**src/rtl/vm_pkg.sv**
```systemverilog
//------------------------------------------------------------------------------
// vm_pkg
// Constants shared by the vending-machine front end and its controller.
// Revision: 1.0
//------------------------------------------------------------------------------
`default_nettype none

package vm_pkg;

  localparam int c_coin0_val = 1;
  localparam int c_coin1_val = 5;
  localparam int c_coin2_val = 10;
  localparam int c_coin3_val = 20;

  localparam int c_ch_l   = 0;
  localparam int c_ch_r   = 1;
  localparam int c_ch_c   = 2;
  localparam int c_ch_sw0 = 3;
  localparam int c_ch_sw1 = 4;
  localparam int c_ch_sw2 = 5;
  localparam int c_ch_sw3 = 6;
  localparam int c_num_ch = 7;

  typedef logic [4:0] coin_val_t;

endpackage

`default_nettype wire

```
**src/rtl/vm_debounce_cell.sv**
```systemverilog
//------------------------------------------------------------------------------
// vm_debounce_cell
// Two-flop synchroniser, stable-count debouncer and registered rising-edge flag.
// Revision: 1.0
//------------------------------------------------------------------------------
`default_nettype none

module vm_debounce_cell #(
  parameter int DB_CNT = 250000,
  parameter int CNT_W  = 18
) (
  input  logic clk,
  input  logic rst,
  input  logic raw,
  output logic level,
  output logic rise
);

  localparam logic [CNT_W-1:0] c_cnt_last = CNT_W'(DB_CNT - 1);

  logic             r_sync1;
  logic             r_sync2;
  logic             r_deb;
  logic             r_deb_q;
  logic             r_rise;
  logic [CNT_W-1:0] r_cnt;

  if (DB_CNT < 2 || (2 ** CNT_W) <= DB_CNT) begin : g_param_err
    $error("vm_debounce_cell: need DB_CNT >= 2 and 2**CNT_W > DB_CNT");
  end

  always_ff @(posedge clk) begin
    if (!rst) begin
      r_sync1 <= 1'b0;
      r_sync2 <= 1'b0;
      r_deb   <= 1'b0;
      r_deb_q <= 1'b0;
      r_rise  <= 1'b0;
      r_cnt   <= '0;
    end else begin
      r_sync1 <= raw;
      r_sync2 <= r_sync1;
      r_deb_q <= r_deb;
      r_rise  <= r_deb & ~r_deb_q;
      // Any sample matching the accepted level restarts the stability count.
      if (r_sync2 == r_deb) begin
        r_cnt <= '0;
      end else if (r_cnt == c_cnt_last) begin
        r_deb <= r_sync2;
        r_cnt <= '0;
      end else begin
        r_cnt <= r_cnt + CNT_W'(1);
      end
    end
  end

  assign level = r_deb;
  assign rise  = r_rise;

endmodule

`default_nettype wire

```
**src/rtl/vm_input_conditioner.sv**
```systemverilog
//------------------------------------------------------------------------------
// vm_input_conditioner
// Debounced one-cycle button pulses and single-event coin reporting.
// Revision: 1.0
//------------------------------------------------------------------------------
`default_nettype none

module vm_input_conditioner
  import vm_pkg::*;
#(
  parameter int DB_CNT    = 250000,
  parameter int CNT_W     = 18,
  parameter int COIN0_VAL = c_coin0_val,
  parameter int COIN1_VAL = c_coin1_val,
  parameter int COIN2_VAL = c_coin2_val,
  parameter int COIN3_VAL = c_coin3_val
) (
  input  logic       clk,
  input  logic       rst,
  input  logic       L_raw,
  input  logic       R_raw,
  input  logic       C_raw,
  input  logic [3:0] sw_raw,
  output logic       L_pulse,
  output logic       R_pulse,
  output logic       C_pulse,
  output logic       coin_valid,
  output logic [4:0] coin_value,
  output logic       coin_err
);

  localparam coin_val_t c_val0 = coin_val_t'(COIN0_VAL);
  localparam coin_val_t c_val1 = coin_val_t'(COIN1_VAL);
  localparam coin_val_t c_val2 = coin_val_t'(COIN2_VAL);
  localparam coin_val_t c_val3 = coin_val_t'(COIN3_VAL);

  if (COIN0_VAL < 0 || COIN0_VAL > 31 || COIN1_VAL < 0 || COIN1_VAL > 31 ||
      COIN2_VAL < 0 || COIN2_VAL > 31 || COIN3_VAL < 0 || COIN3_VAL > 31) begin : g_coin_val_err
    $error("vm_input_conditioner: coin values must fit in 5 bits");
  end

  logic [c_num_ch-1:0] w_raw;
  logic [c_num_ch-1:0] w_rise;
  logic [c_num_ch-1:0] w_level_unused;
  logic [3:0]          w_coin_rise;
  logic                w_coin_valid;
  logic                w_coin_err;
  coin_val_t           w_coin_value;

  assign w_raw[c_ch_l]              = L_raw;
  assign w_raw[c_ch_r]              = R_raw;
  assign w_raw[c_ch_c]              = C_raw;
  assign w_raw[c_ch_sw3:c_ch_sw0]   = sw_raw;

  for (genvar i = 0; i < c_num_ch; i++) begin : g_cell
    vm_debounce_cell #(
      .DB_CNT (DB_CNT),
      .CNT_W  (CNT_W)
    ) u_cell (
      .clk   (clk),
      .rst   (rst),
      .raw   (w_raw[i]),
      .level (w_level_unused[i]),
      .rise  (w_rise[i])
    );
  end

  assign w_coin_rise = w_rise[c_ch_sw3:c_ch_sw0];

  // Coins rising together cannot be told apart, so none of them is credited.
  always_comb begin
    w_coin_valid = 1'b0;
    w_coin_err   = 1'b0;
    w_coin_value = '0;
    case (w_coin_rise)
      4'b0000: ;
      4'b0001: begin w_coin_valid = 1'b1; w_coin_value = c_val0; end
      4'b0010: begin w_coin_valid = 1'b1; w_coin_value = c_val1; end
      4'b0100: begin w_coin_valid = 1'b1; w_coin_value = c_val2; end
      4'b1000: begin w_coin_valid = 1'b1; w_coin_value = c_val3; end
      default: w_coin_err = 1'b1;
    endcase
  end

  always_ff @(posedge clk) begin
    if (!rst) begin
      L_pulse    <= 1'b0;
      R_pulse    <= 1'b0;
      C_pulse    <= 1'b0;
      coin_valid <= 1'b0;
      coin_value <= '0;
      coin_err   <= 1'b0;
    end else begin
      L_pulse    <= w_rise[c_ch_l];
      R_pulse    <= w_rise[c_ch_r];
      C_pulse    <= w_rise[c_ch_c];
      coin_valid <= w_coin_valid;
      coin_value <= w_coin_value;
      coin_err   <= w_coin_err;
    end
  end

endmodule

`default_nettype wire

```
**config.mk**
```make
export PLATFORM = sky130hd
export DESIGN_NAME = vm_input_conditioner
export DESIGN_NICKNAME = d
export VERILOG_FILES = /design/src/rtl/vm_pkg.sv /design/src/rtl/vm_debounce_cell.sv /design/src/rtl/vm_input_conditioner.sv
export SDC_FILE = /design/constraint.sdc
export NUM_CORES = 1
export LEC_CHECK = 0
export ABC_AREA = 1
export BUFFER_PORTS_ARGS = -buffer_cell sky130_fd_sc_hd__buf_2
export CORE_ASPECT_RATIO = 0.5
export CORE_MARGIN = 5
export CORE_UTILIZATION = 62
export DETAILED_ROUTE_END_ITERATION = 7
export PLACE_DENSITY = 0.82
export SYNTH_ARGS = -nofsm -noshare
export SYNTH_HDL_FRONTEND = slang
export SYNTH_SLANG_ARGS = --single-unit
```
**constraint.sdc**
```tcl
create_clock -name clk -period 1.93 [get_ports clk]
set_clock_uncertainty 0.05 [all_clocks]
set_input_delay 0.4825 -clock clk [delete_from_list [all_inputs] [get_ports clk]]
set_output_delay 0.4825 -clock clk [all_outputs]
set_load 0.01 [all_outputs]
```
* Yosys cells after proc, flatten, opt, wreduce, memory -nomap -nowiden
Index checks and enable logic that the tools add are counted.
** Word-level totals
- Register bits after elaboration :: 171
- Input bits :: 9
- Word-level logic and storage cells :: 115
** Operators by class
- Add/sub/neg operators :: 7
- Eq/ne operators :: 18
- Muxes and demuxes :: 3
- Bitwise operators :: 22
- Reductions and logical operators :: 17
** Operators by type and width (number)
- adder 18 x 1 -> 18 bit (second input constant) :: 7
- == test 18 bit (second input constant) :: 7
- OR reduction 3 bit :: 7
- case mux 5 bit (4 select lines) :: 1
- inverter 1 bit :: 15
- AND reduction 2 bit :: 7
- bitwise AND 1 bit :: 7
- == test 1 bit :: 7
- OR reduction 5 bit :: 1
- == test 4 x 1 -> 1 bit (second input constant) :: 1
- == test 4 x 2 -> 1 bit (second input constant) :: 1
- == test 4 x 3 -> 1 bit (second input constant) :: 1
- == test 4 bit (second input constant) :: 1
- zero test 4 bit :: 1
- OR reduction 4 bit :: 1
- two-way mux 1 bit :: 2

* Longest topological paths before layout
- Word-level depth :: 3
- Mapped depth :: 9

* Modules after synthesis
A second synthesis with hierarchy kept.
** Unflattened totals
- Cell total of the unflattened synthesis :: 1095
- Area, all modules :: 8199.1 um2
** By module, submodules not included
- vm_debounce_cell :: instances 7, cells an instance 151, area an instance 1124.8 um2, seq. area each 460.4 um2
- vm_input_conditioner :: instances 1, cells an instance 38, area an instance 325.3 um2, seq. area each 180.2 um2

* Worst setup path before layout
OpenSTA, ideal clock, no wires.
- Path kind :: register -> register
- From :: register g_cell[3].u_cell.r_cnt[0]
- To :: register g_cell[3].u_cell.r_cnt[8]
- Setup time :: 0.115 ns
- Arrival time :: 1.318 ns
- Data required time :: 1.765 ns
- Path slack :: 0.447 ns
- Stages on the path, launching flop included :: 10
- Buffers on the path :: 1
- Period minus slack after synthesis :: 1.483 ns
- Cell sequence :: dfxtp_1 > ha_1 > nand2_1 > nor2_2 > nand3_1 > nor2_2 > nand2_2 > nand2_4 > buf_6 > nor2_2
** On the way
- Longest elaborated chain between the ends :: 2
- Elaborated cells between the ends (all ways) :: 3
- Classes of those cells :: add/sub: 1; eq/ne: 1; reduce/logical: 1
** RTL lines
- from (decl) :: RTL line vm_debounce_cell.sv:26 : logic [CNT_W-1:0] r_cnt;
- from (signal assigned) :: RTL line vm_debounce_cell.sv:52 : r_cnt <= r_cnt + CNT_W'(1);
- branches (longest 2 deep; another with adder 18 x 1 -> 18 bit)
Parallel ways; which one is timed is not known.
A chain may end at the register's enable or synchronous reset.

* Final worst setup path
- From :: register g_cell[4].u_cell.r_cnt[0]
- To :: register g_cell[4].u_cell.r_cnt[11]
** On the way
- Longest elaborated chain between the ends :: 2
- Elaborated cells between the ends (all ways) :: 3
- Classes of those cells :: add/sub: 1; eq/ne: 1; reduce/logical: 1
** RTL lines (RTL line)
- from (decl) :: vm_debounce_cell.sv:26
- from (signal assigned) :: vm_debounce_cell.sv:52
- branches (longest 2 deep; another with adder 18 x 1 -> 18 bit)
Parallel ways; which one is timed is not known.

==> results.md <==
- Overflow after GRT: 0
- Antenna Diode Count: 0
- CTS hold repair buffers: 0
- Crit path capture type: flop
- Gp weighted congestion: 0.890
- Commonest cells post-synth: nand2_1, nor2_1, dfxtp_1
- Postcts setup bufs: 0
- PortBufs: 18
- Total power: 7.37 mW
- Most frequent cell after synthesis: nand2_1
- Effective utilization at floorplan: 62.5%
- MaxCap Viol Count: 0
- Number of synthesized flops with an enable pin: 0
- Status: completed
- Netlist cell types: 31
- IR drop worst, VDD: 647 µV
- Synthesized cell area: 7800 µm²
- Reg-to-Reg End: g_cell[4].u_cell.r_cnt[11]
- Reg-to-Reg Start: g_cell[4].u_cell.r_cnt[0]
- Number of cells on the worst hold path: 3
- Hold Crit Start: sw_raw[3]
- # clock sinks: 170
- First-pass GRT wire length: 26400 µm
- Post-synth top area share: 43.6%
- Kind of critical path: flop to flop
- Crit path launch type: flop
- CTS Buf Count: 17
- R2R depth: 6
- WL/cell: 11.4 µm
- Reg2reg setup slack: 0.20 ns
- Max FO, Critical Path: 18
- Worst endpoint required time: 2.17 ns
- Layout cells sized above 1: 7.76%
- Final worst path period need: 1.73 ns
- Least-Margin Pin Slew: 0.397 ns
- GRT Util Overall: 21.0%
- Worst hold path class: input pin to flop
- Fin nets: 1164
- Slew Limit Fails: 0
- Ranking of synthesized cells by area: dfxtp_1, nand2_1, nor2_1, inv_1, nand3_1
- YS warnings: 0
- Residual DRC: 0
- Resize count post-CTS: 0
- I/O pins: 19
- Worst slew margin: 73.5%
- Register area share after synthesis: 43.6%
- Syn avg cell area: 6.96 µm²
- Clock Tree Buf Depth: 2
- FF+latch count, synth: 170
- Peak Freq: 0.579 GHz
- Largest net degree at the start of global routing: 20
- Die height: 89.3 µm
- Setup TNS: 0 ns
- Row cnt: 29
- Routed WL: 15100 µm
- DRT iter0 DRCs: 419
- Area leader, netlist: dfxtp_1
- Core area: 12500 µm²
- Period utilization: 89.5%
- Mapped Nets: 1137
- Area Overhead vs Synth: 11.5%
- Initial antenna violation count: 0
- Final HPWL DP: 10500 µm
- Worst-Skew Late Latency: 0.42 ns
- Share of flip-flops with an asynchronous set or reset: 0%
- Final hold vios: 0
- RSZ-0062 raised after global routing: false
- Die X-Extent: 169 µm
- Routed Antenna Nets: 0
- Pwr Density: 847 nW/µm²
- Vias: 6651
- CTS tree: done
- Number of global-route vias before repair: 6262
- Vias per cell: 5.00
- P_leak: 2.96 nW
- Die Area: 15100 µm²
- DRT Pass-1 Iters: 5
- Crit path DAT: 1.97 ns
- # setup viols final: 0
- Hold endpoint: g_cell[6].u_cell.r_sync1
- Clock-pin slew on the worst setup and hold paths: 0.06 ns
- Ys flop type: dfxtp_1
- Mapped Cells: 1121
- CTS root buf: clkbuf_16
- H-tree Lvls: 4
[kinds of logic after synthesis]
kind of cell	after synthesis	synth area share, %
AO/OA/AOI/OAI	95	6.40
XOR/XNOR	51	5.72
adder cells (fa/ha/maj)	7	1.12
buffers and inverters	140	7.33
flip-flops	170	43.6
AND/OR/NAND/NOR	658	35.8
[state kept, by name, summed over array words and instances (netlist names)]
signal	count
g_cell.u_cell.r_cnt	126
coin_value	4
g_cell.u_cell.r_sync1	7
C_pulse	1
R_pulse	1
g_cell.u_cell.rise	7
L_pulse	1
coin_err	1
g_cell.u_cell.r_sync2	7
coin_valid	1
g_cell.u_cell.r_deb_q	7
g_cell.u_cell.level	7
[layer usage]
layer	vias up	GRT usage, %	share of wire [%]
met2	93	38.8	48
met5	-	0	0
met3	24	3.67	2.8
met1	2996	24.9	48
met4	0	8.47	1.5
li1	3538	-	-
[worst max-delay path by stage]
stage	slack, ns	to	startpoint
finish	0.20	g_cell[4].u_cell.r_cnt[11]	g_cell[4].u_cell.r_cnt[0]
global route	0.05	g_cell[3].u_cell.r_cnt[16]	g_cell[3].u_cell.r_cnt[0]
CTS	0.20	g_cell[4].u_cell.r_cnt[11]	g_cell[4].u_cell.r_cnt[0]
detailed placement	0.20	g_cell[2].u_cell.r_cnt[2]	rst
global placement	0.25	g_cell[6].u_cell.r_cnt[16]	rst
floorplan	0.45	g_cell[3].u_cell.r_cnt[8]	g_cell[3].u_cell.r_cnt[0]
[power breakdown]
group	switching (mW)	internal [mW]	total, mW
clock	1.35	2.40	3.75
sequential	0.0111	3.53	3.54
combinational	0.0547	0.0263	0.0810
[cells in the final DEF, fill, tap and decap left out, types with 2 or more instances in the layout]
cell type  instances
nand2_1          275
nor2_1           236
dfxtp_1          170
inv_1            127
nand3_1           69
a21oi_1           66
xor2_1            34
o21ai_0           24
buf_2             18
nor2_2            17
xnor2_1           17
clkbuf_16         17
nand4_1           15
nand3b_1          11
or2_0              9
nand2_2            8
ha_1               7
nor3_1             5
bufinv_16          5
nand3_2            4
or2_2              4
nor2_4             3
clkbuf_8           3
clkinv_4           2
[worst max-delay path, cell delays in order, from the launching register on]
cell,delay (ns)
dfxtp_1,0.41
ha_1,0.26
nand3_2,0.19
nor2_2,0.18
nand3_1,0.12
nand2_2,0.31
nor2_1,0.09
[through the flow]
stage	std cells	utilization [%]	hold WS (ns)	setup slack [ns]	cell area [µm²]
2_1_floorplan	1121	-	0.318	0.447	7800
4_1_cts	1330	69.7	0.203	0.202	8700
5_1_grt	1330	69.7	0.217	0.0521	8700
6_report	1330	69.7	0.217	0.203	8700
3_3_place_gp	1299	64.4	0.323	0.253	8040
3_5_place_dp	1299	64.4	0.325	0.202	8040
[area by class of cell]
cell class | count | area, µm²
clock buffer | 21 | 470
clock inverter | 10 | 189
fill | 1020 | 3780
inverter | 128 | 480
multi-input combinational | 811 | 3830
sequential | 170 | 3400
tap | 170 | 213
timing repair buffer | 20 | 118
Note: power is estimated with default switching activity, not from simulation.
